<file path="config.mk">
export PLATFORM = sky130hd
export DESIGN_NAME = seven_seg_scan_ctrl
export DESIGN_NICKNAME = d
export VERILOG_FILES = /design/src/rtl/seven_seg_scan_ctrl.sv
export SDC_FILE = /design/constraint.sdc
export NUM_CORES = 1
export LEC_CHECK = 0
export CORE_ASPECT_RATIO = 1.75
export CORE_MARGIN = 4
export CORE_UTILIZATION = 45
export CTS_CLUSTER_SIZE = 40
export DETAILED_ROUTE_END_ITERATION = 8
export DONT_BUFFER_PORTS = 1
export PLACE_DENSITY = 0.6
export SYNTH_ARGS = -nofsm -noshare
export SYNTH_HDL_FRONTEND = slang
export SYNTH_SLANG_ARGS = --single-unit
</file>
<file path="constraint.sdc">
create_clock -name clk -period 7.4 [get_ports clk]
set_clock_uncertainty 0.05 [all_clocks]
set_input_delay 1.85 -clock clk [delete_from_list [all_inputs] [get_ports clk]]
set_output_delay 1.85 -clock clk [all_outputs]
set_load 0.05 [all_outputs]
</file>
<file path="src/rtl/seven_seg_scan_ctrl.sv">
// Multiplexed 4-digit seven-segment scanner sharing one external BCD decoder.
// Latency: load_ack one cycle after load; a frame is 4 x (REFRESH_DIV+BLANK_CYCLES); no backpressure, loads never stall.
module seven_seg_scan_ctrl #(
  parameter int REFRESH_DIV  = 16,
  parameter int BLANK_CYCLES = 2
) (
  input  logic        clk,
  input  logic        rst_n,
  input  logic        load,
  input  logic [15:0] value_in,
  input  logic        lz_blank,
  input  logic [6:0]  segment7,
  output logic [3:0]  BCD,
  output logic [6:0]  seg_out,
  output logic [3:0]  an,
  output logic        load_ack,
  output logic        bcd_err
);

  localparam int CNT_MAX = (REFRESH_DIV > BLANK_CYCLES) ? REFRESH_DIV : BLANK_CYCLES;
  localparam int CW      = (CNT_MAX > 1) ? $clog2(CNT_MAX) : 1;
  localparam logic [CW-1:0] SHOW_LAST = CW'(REFRESH_DIV - 1);
  localparam logic [CW-1:0] GAP_LAST  = CW'(BLANK_CYCLES - 1);

  typedef enum logic [1:0] {IDLE, GAP, SHOW} state_t;

  state_t        state_q, state_d;
  logic [1:0]    idx_q, idx_d;
  logic [CW-1:0] cnt_q, cnt_d;
  logic [15:0]   disp_q, disp_d;
  logic [15:0]   shad_q, shad_d;
  logic          pend_q, pend_d;
  logic          blank_q, blank_d;
  logic [3:0]    bcd_q, bcd_d;
  logic [6:0]    seg_q, seg_d;
  logic [3:0]    an_q, an_d;
  logic          ack_q, ack_d;
  logic          err_q, err_d;
  logic          load_ok;
  logic          enter_gap;

  function automatic logic nib_ok(input logic [15:0] v);
    return (v[3:0] <= 4'd9) && (v[7:4] <= 4'd9) && (v[11:8] <= 4'd9) && (v[15:12] <= 4'd9);
  endfunction

  // Digit k is a leading zero when it and every higher digit are zero.
  function automatic logic lz_hide(input logic [15:0] v, input logic [1:0] k);
    case (k)
      2'd1:    return v[15:4] == 12'd0;
      2'd2:    return v[15:8] == 8'd0;
      2'd3:    return v[15:12] == 4'd0;
      default: return 1'b0;
    endcase
  endfunction

  always_comb begin
    state_d   = state_q;
    idx_d     = idx_q;
    cnt_d     = cnt_q;
    disp_d    = disp_q;
    shad_d    = shad_q;
    pend_d    = pend_q;
    blank_d   = blank_q;
    bcd_d     = bcd_q;
    seg_d     = seg_q;
    an_d      = an_q;
    ack_d     = load;
    err_d     = err_q;
    enter_gap = 1'b0;
    load_ok   = load && nib_ok(value_in);

    if (load) err_d = !load_ok;
    if (load_ok && state_q != IDLE) begin
      shad_d = value_in;
      pend_d = 1'b1;
    end

    case (state_q)
      IDLE: begin
        an_d = 4'hF;
        if (load_ok) begin
          disp_d    = value_in;
          idx_d     = 2'd0;
          cnt_d     = '0;
          state_d   = GAP;
          enter_gap = 1'b1;
        end
      end
      GAP: begin
        // Decoder output for bcd_q is captured while the anodes are off.
        seg_d = blank_q ? 7'h00 : segment7;
        if (cnt_q == GAP_LAST) begin
          cnt_d   = '0;
          state_d = SHOW;
          an_d    = blank_q ? 4'hF : ~(4'b0001 << idx_q);
        end else begin
          cnt_d = cnt_q + CW'(1);
        end
      end
      SHOW: begin
        if (cnt_q == SHOW_LAST) begin
          cnt_d     = '0;
          state_d   = GAP;
          idx_d     = idx_q + 2'd1;
          an_d      = 4'hF;
          enter_gap = 1'b1;
          // Frame boundary: the newest shadow value (including one loaded this cycle) takes over.
          if (idx_q == 2'd3 && pend_d) begin
            disp_d = shad_d;
            pend_d = 1'b0;
          end
        end else begin
          cnt_d = cnt_q + CW'(1);
        end
      end
      default: begin
        state_d = IDLE;
        an_d    = 4'hF;
      end
    endcase

    if (enter_gap) begin
      bcd_d   = disp_d[{idx_d, 2'b00} +: 4];
      blank_d = lz_blank && lz_hide(disp_d, idx_d);
    end
  end

  always_ff @(posedge clk or negedge rst_n) begin
    if (!rst_n) begin
      state_q <= IDLE;
      idx_q   <= 2'd0;
      cnt_q   <= '0;
      disp_q  <= 16'h0000;
      shad_q  <= 16'h0000;
      pend_q  <= 1'b0;
      blank_q <= 1'b0;
      bcd_q   <= 4'h0;
      seg_q   <= 7'h00;
      an_q    <= 4'hF;
      ack_q   <= 1'b0;
      err_q   <= 1'b0;
    end else begin
      state_q <= state_d;
      idx_q   <= idx_d;
      cnt_q   <= cnt_d;
      disp_q  <= disp_d;
      shad_q  <= shad_d;
      pend_q  <= pend_d;
      blank_q <= blank_d;
      bcd_q   <= bcd_d;
      seg_q   <= seg_d;
      an_q    <= an_d;
      ack_q   <= ack_d;
      err_q   <= err_d;
    end
  end

  assign BCD      = bcd_q;
  assign seg_out  = seg_q;
  assign an       = an_q;
  assign load_ack = ack_q;
  assign bcd_err  = err_q;

endmodule

</file>
Word-level counts from Yosys, hierarchy flattened:

Index checks and enable logic that the tools add are counted.

* shift-type cells: 2
* reduce and logical (&&, ||, !) cells: 17
* bitwise gates (word level): 1
* add/subtract/negate cells: 2
* equality and inequality tests: 11
* muxes and demuxes: 30
* $lt $le $gt $ge: 4

Operators with widths (count)
* $mux 16: 4
* $pmux 16 s2: 1
* $mux 4: 6
* $le 4x4->1 const B: 4
* $shiftx 16x5->4: 1
* $logic_not 12->1: 1
* $pmux 4 s3: 1
* $mux 2: 5
* $eq 2x2->1 const B: 4
* $logic_not 8->1: 1
* $pmux 4 s2: 1
* $logic_and 1x1->1: 7
* $mux 1: 7
* $mux 7: 1
* $ne 2x2->1 const B: 3
* $pmux 2 s3: 1
* $add 4x1->4 const B: 1
* $eq 2x1->1 const B: 2
* $eq 4x1->1 const B: 1
* $eq 4x4->1 const B: 1
* $logic_not 4->1: 1
* $not 4->4: 1
* $pmux 2 s2: 1
* $reduce_and 2->1: 2
* 9 further kinds: 9

* bits in registers: 59
* logic and storage cells: 79

Longest topological paths before layout:

* depth after elaboration: 15
* depth in mapped cells: 12
* depth with buffers taken out: 10

Least setup slack after synthesis:

No wires, ideal clock.

* path type: input-to-reg
* from: in value_in[1]
* to: reg bcd_q[3], in the netlist BCD[3]
* stages: 9
* arrival: 3.575 ns
* data required time: 7.203 ns
* path buffers: 1
* slack: 3.628 ns
* cell sequence: o21ai_2 > and3_1 > buf_2 > nand2_2 > mux2_1 > mux2_2 > a221o_1 > mux2i_1 > o221ai_1

RTL lines
* start, declared: line 10 `input logic [15:0] value_in,`
* $le 4x4->1: line 43 `return (v[3:0] <= 4'd9) && (v[7:4] <= 4'd9) && (v[11:8] <= 4'd9) && (v[15:12] <= 4'd9);`
* $logic_and 1x1->1 (3 in series): line 43
* $logic_and 1x1->1: line 70 `load_ok = load && nib_ok(value_in);`
* $logic_and 1x1->1: line 73 `if (load_ok && state_q != IDLE) begin`
* $mux 16: line 73
* named net shad_d[3]: line 31 `logic [15:0] shad_q, shad_d;`
* $mux 16: line 108 `if (idx_q == 2'd3 && pend_d) begin`
* $mux 16: line 101 `if (cnt_q == SHOW_LAST) begin`
* $pmux 16 s2: line 78 `case (state_q)`
* named net disp_d[3]: line 30 `logic [15:0] disp_q, disp_d;`
* $shiftx 16x5->4: line 123 `bcd_d = disp_d[{idx_d, 2'b00} +: 4];`
* end signal, assigned: line 137 `bcd_q <= 4'h0;`
* end signal, assigned: line 150 `bcd_q <= bcd_d;`
* end, declared: line 34 `logic [3:0] bcd_q, bcd_d;`

The timed path passes the listed nets, and every way through them passes these cells.
A chain may end at the register's enable or synchronous reset.

Worst setup path in the final report:

* from: in value_in[9]
* to: reg blank_q

* word-level cells in the longest chain between the ends: 14

Ends and longest elaborated chain
* $le 4x4->1 *: line 43
* $logic_and 1x1->1 * (2 in series): line 43
* $logic_and 1x1->1 *: line 70
* $logic_and 1x1->1: line 73
* $mux 1: line 73
* $logic_and 1x1->1: line 108
* $mux 16: line 108
* $mux 16: line 101
* $pmux 16 s2 *: line 78
* named net disp_d[11]: line 30
* $logic_not 12->1 or $logic_not 8->1 (tied branches): line 49, 50
* $pmux 1 s3 *: line 48 `case (k)`
* $mux 1 *: line 122 `if (enter_gap) begin`
* $logic_and 1x1->1 *: line 124 `blank_d = lz_blank && lz_hide(disp_d, idx_d);`
* end signal, assigned: line 149 `blank_q <= blank_d;`
* end, declared: line 33 `logic blank_q, blank_d;`

The timed path passes the listed nets; every way through them passes the cells marked *. The select of a mux whose other input is x is not followed.

==> flow_summary.toml <==
[die]
die-width_um = 74.2
core_outline_area_um2 = 7510
std_cell_rows = 42
die-area_um2 = 9190
starting_density = 0.459
floorplan.die.height_um = 124
design.portCount = 44

[logic_synthesis]
synth_async_sr_flop_share = 1.00
most_area_hungry_cell_type_in_the_yosys_netlist = "sky130_fd_sc_hd__dfrtp_1"
synth.cells.most_frequent = "77 x sky130_fd_sc_hd__nand2_1, 55 x sky130_fd_sc_hd__dfrtp_1, 25 x sky130_fd_sc_hd__o21ai_0"
post-synth-top-area-fraction = 0.399
synth_seq_area_share = 0.429
synth.top_cells.by_area = "sky130_fd_sc_hd__dfrtp_1 40%, sky130_fd_sc_hd__nand2_1 8.4%, sky130_fd_sc_hd__o21ai_0 3.6%"
synthesis.area_um2 = 3450
synth.ff_latch_count = 59
synth-main-ff-cell = "sky130_fd_sc_hd__dfrtp_1"
syn_inst = 391
post-synth-top-count-cell = "sky130_fd_sc_hd__nand2_1"
synth_enable_flop_cells = 0
avgSynthCellArea_um2 = 8.83
syn_nets = 427
synth_cell_types = 60
synthesis.yosys.warnings = 0

[route]
route.detailed.vias_per_inst = 6.05
routed_wirelength_um = 9150
detail_route.first_pass.iterations = 4
drt.antenna.violating_nets = 0
via_count = 2848
drt_drc_violations_left = 0
first_iter_violations = 158
post_drt_wl_per_cell_um = 19.4

[sta]
timing.slew.headroom = 0.319
report.final.hold_viol_count = 0
max_clock_freq_mhz = 240
slew_violations = 0
setup-tns-final_ps = 0
fin_worst_hold_slack_ps = 426
setup_viol_count_final = 0
layout_min_cycle_time_ps = 4160
tightest_slew_ps = 1020
finalCritPeriodShare = 0.562
rsz_0062_raised_after_global_routing = "false"

[setup_path]
critical_path_arrival_ps = 4360
crit_path_cell_trace = "o21ai_2 > and3_1 > nand2_1 > a31oi_1 > o311ai_2 > o41ai_1 > a22oi_1 > o31ai_1"
crit_path_end_kind = "flip-flop"
worst_path_max_delay_cell = "sky130_fd_sc_hd__nand2_1"
reg2reg_slack_ps = 3580
worstPathRequired_ps = 7600
reg2reg_depth = 10
worst_path_largest_cell_delay_ps = 520
crit_path_start_kind = "input port"
worst_path_fanout_max = 14
regToRegEndpoint = "BCD[3]$_DFFE_PN0P_"
crit_type = "input port to flip-flop"
timing.rr.start = "state_q[0]$_DFFE_PN0P_"
startpoint = "value_in[9]"

[global_routing]
initial_antenna_violation_count = 0
grt-ovfl-total = 0
grt_start_max_net_pins = 60
grtUsageTotal = 0.221
grt_pass1_wl_um = 15100
first_global_vias = 2868

[status]
outcome = "finished clean"

[clocking]
clockRootBuffer = "sky130_fd_sc_hd__clkbuf_16"
tritoncts = "yes"
cts.clk_slew.worst_paths_ps = 50
cts_buffers = 9
cts_setup_buffers = 0
clock_path_buffers = 2
post_cts_hold_buffer_count = 0
h-tree-depth = 3
cts-resized-gates = 0
worstSkewPairLatency_ps = 340
cts_sinks = 59

[cells_and_area]
finalCoreUtilization = 0.505
antenna-diode-count = 0
design_area_um2 = 3800
instances_no_fill = 471
layout-area-overhead-vs-synth_pct = 9.97
nNetsFinal = 414
fillers = 724
final_layout_size_suffix_gt1_frac = 0.110

[power]
power.density_cell_area_nw_per_um2 = 484
p_leak_nw = 1.63
irDropWorstVdd_uv = 185

[placed_design]
place.port_buffers = 0
placement.cell_area_um2 = 3450
numPlacedInstances = 455
post_detailed_placement_half_perimeter_wirelength_um = 6530
place.gp.congestion = 0.918

[flow_run]
maxCapViolCount = 0

[worst_hold_path]
hp-start = "shad_q[6]$_DFF_PN0_"
holdCritPathClass = "flip-flop to flip-flop"
hold-path-cell-count = 2
hold-path-endpoint = "shad_q[6]$_DFF_PN0_"
## power breakdown
group	internal (mW)	total, mW	switching, mW	leakage [nW]
Sequential	0.460	0.671	0.211	0.730
Combinational	0.245	0.683	0.439	0.734
Clock	0.328	0.485	0.157	0.165
## worst max-delay path: cells and delay by family
kind             cells  cell delay [ps]
AND/OR/NAND/NOR      2             1020
AO/OA/AOI/OAI        6             1480
## area by class of cell
class / instances / area, um2 / share of cell area
multi-input combinational: 283 / 1770 / 0.465
sequential: 59 / 1480 / 0.390
clock buffer: 9 / 225 / 0.0593
clock inverter: 7 / 116 / 0.0307
tap: 88 / 110 / 0.0290
inverter: 24 / 90.1 / 0.0237
timing repair buffer: 1 / 7.51 / 0.00198
## per-layer routing
metal / track usage / vias up / routed length (um)
li1: - / 1395 / -
met1: 0.246 / 1345 / 3470
met3: 0.0468 / 22 / 402
met5: 0 / - / 0
met4: 0.120 / 0 / 386
met2: 0.382 / 86 / 4890
## cells in the final DEF, fill, tap and decap left out, drive strengths merged, types with 2 or more instances in the layout
| cell | count |
|---|---|
| a211o | 3 |
| a211oi | 2 |
| a21o | 2 |
| a21oi | 23 |
| a221o | 4 |
| a221oi | 2 |
| a22oi | 2 |
| a31oi | 12 |
| and2 | 2 |
| and3 | 2 |
| bufinv | 3 |
| clkbuf | 9 |
| clkinv | 3 |
| dfrtp | 55 |
| dfstp | 4 |
| ha | 9 |
| inv | 24 |
| mux2 | 6 |
| mux2i | 10 |
| nand2 | 78 |
| nand2b | 2 |
| nand3 | 9 |
| nor2 | 17 |
| nor2b | 2 |
| nor3 | 12 |
| nor4 | 2 |
| o211ai | 6 |
| o21ai | 34 |
| o221ai | 2 |
| o311ai | 8 |
| o31ai | 2 |
| o41ai | 8 |
| or4 | 8 |
## worst max path at each step
stage,to,slack [ps],depth (start not counted)
detailed placement,BCD[3]$_DFFE_PN0P_,2890,8
floorplan,BCD[3]$_DFFE_PN0P_,3630,9
global route,blank_q$_DFFE_PN0P_,3010,8
finish,blank_q$_DFFE_PN0P_,3240,8
global placement,BCD[3]$_DFFE_PN0P_,2880,8
CTS,BCD[3]$_DFFE_PN0P_,3240,8
## through the flow
step                setup slack, ps  power (mW)
floorplan                      3630        1.18
global placement               2880        1.36
detailed placement             2890        1.36
CTS                            3240        1.85
global route                   3010        1.96
finish                         3240        1.84
## logic make-up after synthesis
kind of cell / Yosys count / synth area share
and+or+nand+nor: 137 / 0.181
muxes: 16 / 0.0486
xor gates and xnor gates: 1 / 0.00254
AOI/OAI and AO/OA: 120 / 0.246
DFF: 59 / 0.429
adders and majority gates: 9 / 0.0326
buffers and inverters: 49 / 0.0594
## sequential cells by signal (all words and copies together) (netlist names)
register	count
blank_q	1
BCD	4
seg_out	7
bcd_err	1
disp_q	16
cnt_q	4
an	4
load_ack	1
idx_q	2
pend_q	1
shad_q	16
state_q	2
Power figures use the tool's default switching activity.
